--- config.mk ---
export PLATFORM = sky130hd
export DESIGN_NAME = intdecl_emit
export DESIGN_NICKNAME = d
export VERILOG_FILES = /design/src/rtl/intdecl_emit.sv
export SDC_FILE = /design/constraint.sdc
export NUM_CORES = 1
export LEC_CHECK = 0
export CELL_PAD_IN_SITES_DETAIL_PLACEMENT = 1
export CELL_PAD_IN_SITES_GLOBAL_PLACEMENT = 1
export CORE_MARGIN = 1.5
export CORE_UTILIZATION = 35
export DETAILED_ROUTE_END_ITERATION = 8
export PLACE_DENSITY_LB_ADDON = 0.15
export SYNTH_ARGS = -nofsm -noshare
export SYNTH_HDL_FRONTEND = slang
export SYNTH_SLANG_ARGS = --single-unit
--- constraint.sdc ---
create_clock -name clk_i -period 4.75 [get_ports clk_i]
set_input_delay 0.7125 -clock clk_i [delete_from_list [all_inputs] [get_ports clk_i]]
set_output_delay 0.7125 -clock clk_i [all_outputs]
set_load 0.02 [all_outputs]
--- src/rtl/intdecl_emit.sv ---
// Emits an ASCII C declaration "int id, id;" one byte per handshake from a stream
// of identifier characters, flagging lexing errors and dropping the rest of a bad declaration.
module intdecl_emit #(
  parameter int MAX_LEN   = 8,
  parameter int SEP_SPACE = 1
) (
  input  logic       clk_i,
  input  logic       rst_ni,
  input  logic       start_i,
  input  logic       id_valid_i,
  input  logic [7:0] id_char_i,
  input  logic       id_last_i,
  input  logic       id_end_i,
  output logic       id_ready_o,
  output logic       out_valid_o,
  output logic [7:0] out_char_o,
  input  logic       out_ready_i,
  output logic       busy_o,
  output logic       done_o,
  output logic       err_o
);

  localparam int CW = $clog2(MAX_LEN + 1);

  typedef enum logic [3:0] {
    IDLE, KW_I, KW_N, KW_T, KW_SP, ID, SEP_C, SEP_S, DRAIN, SEMI, FIN
  } state_e;

  state_e        state_q;
  logic          out_valid_q;
  logic [7:0]    out_char_q;
  logic [CW-1:0] cnt_q;
  logic          err_q;
  logic          done_q;

  logic slot_free;
  logic id_acc;
  logic char_ok;

  function automatic logic is_alpha(input logic [7:0] c);
    return ((c >= 8'h41) && (c <= 8'h5A)) || ((c >= 8'h61) && (c <= 8'h7A)) || (c == 8'h5F);
  endfunction

  function automatic logic is_digit(input logic [7:0] c);
    return (c >= 8'h30) && (c <= 8'h39);
  endfunction

  assign slot_free  = !out_valid_q || out_ready_i;
  assign id_ready_o = ((state_q == ID) && slot_free) || (state_q == DRAIN);
  assign id_acc     = id_valid_i && id_ready_o;
  assign char_ok    = (cnt_q < CW'(MAX_LEN)) &&
                      (is_alpha(id_char_i) || ((cnt_q != '0) && is_digit(id_char_i)));

  assign out_valid_o = out_valid_q;
  assign out_char_o  = out_char_q;
  assign busy_o      = (state_q != IDLE);
  assign done_o      = done_q;
  assign err_o       = err_q;

  // Declaration sequencer and single-entry output stage; a load overrides the drain-on-accept default.
  always_ff @(posedge clk_i or negedge rst_ni) begin
    if (!rst_ni) begin
      state_q     <= IDLE;
      out_valid_q <= 1'b0;
      out_char_q  <= 8'h00;
      cnt_q       <= '0;
      err_q       <= 1'b0;
      done_q      <= 1'b0;
    end else begin
      done_q <= 1'b0;
      if (out_valid_q && out_ready_i) begin
        out_valid_q <= 1'b0;
      end
      case (state_q)
        // 'i' is loaded on the start edge itself so it is valid the very next cycle.
        IDLE: begin
          if (start_i) begin
            err_q       <= 1'b0;
            cnt_q       <= '0;
            out_valid_q <= 1'b1;
            out_char_q  <= 8'h69;
            state_q     <= KW_N;
          end
        end
        KW_I: begin
          if (slot_free) begin
            out_valid_q <= 1'b1;
            out_char_q  <= 8'h69;
            state_q     <= KW_N;
          end
        end
        KW_N: begin
          if (slot_free) begin
            out_valid_q <= 1'b1;
            out_char_q  <= 8'h6E;
            state_q     <= KW_T;
          end
        end
        KW_T: begin
          if (slot_free) begin
            out_valid_q <= 1'b1;
            out_char_q  <= 8'h74;
            state_q     <= KW_SP;
          end
        end
        KW_SP: begin
          if (slot_free) begin
            out_valid_q <= 1'b1;
            out_char_q  <= 8'h20;
            state_q     <= ID;
          end
        end
        ID: begin
          if (id_acc) begin
            if (char_ok) begin
              out_valid_q <= 1'b1;
              out_char_q  <= id_char_i;
              cnt_q       <= id_last_i ? '0 : cnt_q + CW'(1);
              if (id_last_i) begin
                state_q <= id_end_i ? SEMI : SEP_C;
              end
            end else begin
              err_q   <= 1'b1;
              cnt_q   <= '0;
              state_q <= (id_last_i && id_end_i) ? SEMI : DRAIN;
            end
          end
        end
        SEP_C: begin
          if (slot_free) begin
            out_valid_q <= 1'b1;
            out_char_q  <= 8'h2C;
            state_q     <= (SEP_SPACE != 0) ? SEP_S : ID;
          end
        end
        SEP_S: begin
          if (slot_free) begin
            out_valid_q <= 1'b1;
            out_char_q  <= 8'h20;
            state_q     <= ID;
          end
        end
        // Swallow the rest of a bad declaration up to its final character.
        DRAIN: begin
          if (id_acc && id_last_i && id_end_i) begin
            state_q <= SEMI;
          end
        end
        SEMI: begin
          if (slot_free) begin
            out_valid_q <= 1'b1;
            out_char_q  <= 8'h3B;
            state_q     <= FIN;
          end
        end
        FIN: begin
          if (out_valid_q && out_ready_i) begin
            done_q  <= 1'b1;
            state_q <= IDLE;
          end
        end
        default: begin
          state_q <= IDLE;
        end
      endcase
    end
  end

endmodule
==> results.md <==
- Fmax achieved: 316.3 MHz
- Initial DRC Count: 62
- Sink Count: 19
- H-tree levels: 1
- Number of vias per cell: 5.842
- DP HPWL: 3028 µm
- Seq/Total Area, Yosys: 33.93%
- Slew Limit Fails: 0
- # IOs: 28
- Crit path required time: 4.04 ns
- Hold Startpoint: out_char_o[7]$_DFFE_PN0P_
- Core area: 3744 µm²
- FFs w/ async S/R, synth: 100.0%
- Slew HR: 40.13%
- GRT Overall Usage: 20.69%
- R2R depth: 6
- Min-Delay Endpoint: out_char_o[7]$_DFFE_PN0P_
- Worst vdd ir: 156.2 µV
- Mean post-synth cell area: 8.243 µm²
- Clk slew on worst S/H paths: 0.08 ns
- Crit Path Max Fanout: 18
- FP Rows: 22
- Final hold vios: 0
- Total CTS buffers: 3
- Initial antenna violation count: 0
- Setup bufs post-CTS: 0
- Crit Path Category: reg2out
- DR WL/cell: 17.56 µm
- Syn nets: 187
- Die X: 66.28 µm
- Final Skew: 0.006990 ns
- Area grow syn2layout: 23.75%
- Primary FF master, synth: dfrtp_1
- Max-capacitance violation count: 0
- PD cells: 621.4 nW/µm²
- Port Buffer Count: 27
- TNS Setup: 0 ns
- Pleak: 0.6744 nW
- Vias in the first global route: 1461
- Die height: 66.28 µm
- Syn Inst Count: 170
- Dpl cells: 237
- FF+latch count, synth: 19
- Largest net degree at the start of global routing: 24
- Final setup fails: 0
- Clk Latency, worst-skew pair: 0.27 ns
- Fin crit share: 66.57%
- CP bufs+invs: 1
- Final ANT Viol Nets: 0
- WL final: 4233 µm
- N_diodes: 0
- Fin cells: 241
- Final min period: 3.162 ns
- Most common cell after layout, fill and taps aside: clkdlybuf4s50_1
- CP endpoint kind: output port
- Number of hold buffers added after CTS: 0
- Crit-path cells: nand2b_1, nor2_1, a31oi_1, nor2_1, clkdlybuf4s50_1
- Placer congestion estimate: 0.8201
- Crit path max-delay cell type: dfrtp_1
- Initial Util: 37.43%
- Root Buffer: clkbuf_8
- Clk buf depth: 2
- Hold Path Stages: 1
- Startpoint types: register
- Slack of the worst reg-to-reg path: 2.33 ns
- Worst Max-Slew Pin Slew: 0.8952 ns
- CP delay by family, top: flip-flops
- Nets: 211
- CTS tree: yes
- Most frequent cells in the layout: clkdlybuf4s50_1 (27), dfrtp_1 (19), nand2_1 (18), a21oi_1 (18), nor2_1 (12)
- Largest stage delay on the critical path: 0.75 ns
- Die area: 4392 µm²
- Core Util, Final: 46.32%
- Fraction of layout cells with a size suffix above 1: 9.326%
- Capture point of the worst reg-to-reg path: state_q[2]$_DFFE_PN0P_
- CP most frequent cell: nor2_1
- Yosys Warn Count: 0
- RSZ-0062 raised after global routing: false
- CTS resizes: 0
- Total gr overflow: 0
- Origin of the critical flop-to-flop path: state_q[1]$_DFFE_PN0P_
- Status: complete, no violations
- CP arrival: 2.45 ns
- Hold Path Class: reg2reg
- # DRC: 0
- EDFF count, synth: 0
- Vias after detailed routing: 1408
- Synthesized cell area: 1401 µm²
- DR pass1 iterations: 4
- Count of cell types in the netlist: 51
- First-pass GRT wire length: 6837 µm
## power by group
part	switching, mW	internal [mW]
combinational	0.357	0.281
sequential	0.107	0.212
clock	0.0604	0.0599
## metrics by stage
step	area, µm²	power, mW	setup slack [ns]	hold WS (ns)
finish	1734	1.078	1.588	0.5062
global route	1734	1.162	1.489	0.5523
CTS	1734	1.077	1.628	0.5201
detailed placement	1689	0.9494	1.721	0.4907
global placement	1689	0.9372	1.753	0.4901
floorplan	1401	0.7513	2.643	0.4169
## sequential cells by signal (all words and copies together) (netlist names)
name         count
out_char_o       8
cnt_q            4
state_q          4
done_o           1
err_o            1
out_valid_o      1
## worst max-delay path by stage
stage | start | to | slack (ns) | cells past startpoint
global placement | out_ready_i | id_ready_o | 1.75 | 5
CTS | state_q[3]$_DFFE_PN0P_ | id_ready_o | 1.63 | 5
global route | state_q[3]$_DFFE_PN0P_ | id_ready_o | 1.49 | 5
floorplan | id_char_i[5] | state_q[1]$_DFFE_PN0P_ | 2.64 | 6
detailed placement | out_ready_i | id_ready_o | 1.72 | 5
finish | state_q[3]$_DFFE_PN0P_ | id_ready_o | 1.59 | 5
## cells in the mapped netlist, types with 2 or more instances
cell type | count | area share [%]
o22ai_1 | 2 | 0.89
a31oi_1 | 5 | 2.2
nand2_1 | 18 | 4.8
nor4_1 | 2 | 0.89
nor2_1 | 12 | 3.2
dfrtp_1 | 19 | 34
a22o_1 | 2 | 1.3
inv_1 | 9 | 2.4
nor3_1 | 6 | 2.1
ha_1 | 2 | 1.8
o211ai_1 | 2 | 1.1
a2bb2oi_1 | 3 | 1.9
o21ai_0 | 8 | 2.9
nand3_1 | 9 | 3.2
o32a_1 | 2 | 1.4
o21ai_2 | 3 | 1.9
a21oi_1 | 18 | 6.4
nand2b_1 | 8 | 3.6
clkbuf_1 | 4 | 1.1
nor2b_1 | 4 | 1.8
or2_2 | 2 | 0.89
## final cells by class
class,count,area (µm²)
Timing Repair Buffer,27,270.3
Sequential cell,19,475.5
Multi-Input combinational cell,134,849.6
Fill cell,466,2009
Clock buffer,4,45.04
Inverter,9,33.78
Tap cell,48,60.06
## logic make-up after synthesis
group,share of synthesized area (%)
adder cells (fa/ha/maj),1.785
flip-flops,33.93
XOR/XNOR,0.6251
buffers and inverters,5.445
AND/OR/NAND/NOR,28.93
AO/OA/AOI/OAI,29.29
## metal layers
layer | track usage (%) | wire, µm | up-vias
met5 | 0 | 0 | -
li1 | - | - | 677
met2 | 34.75 | 2084 | 23
met4 | 8.673 | 92 | 0
met3 | 2.215 | 109 | 9
met1 | 26.79 | 1947 | 699
Note: power is estimated with default switching activity, not from simulation.
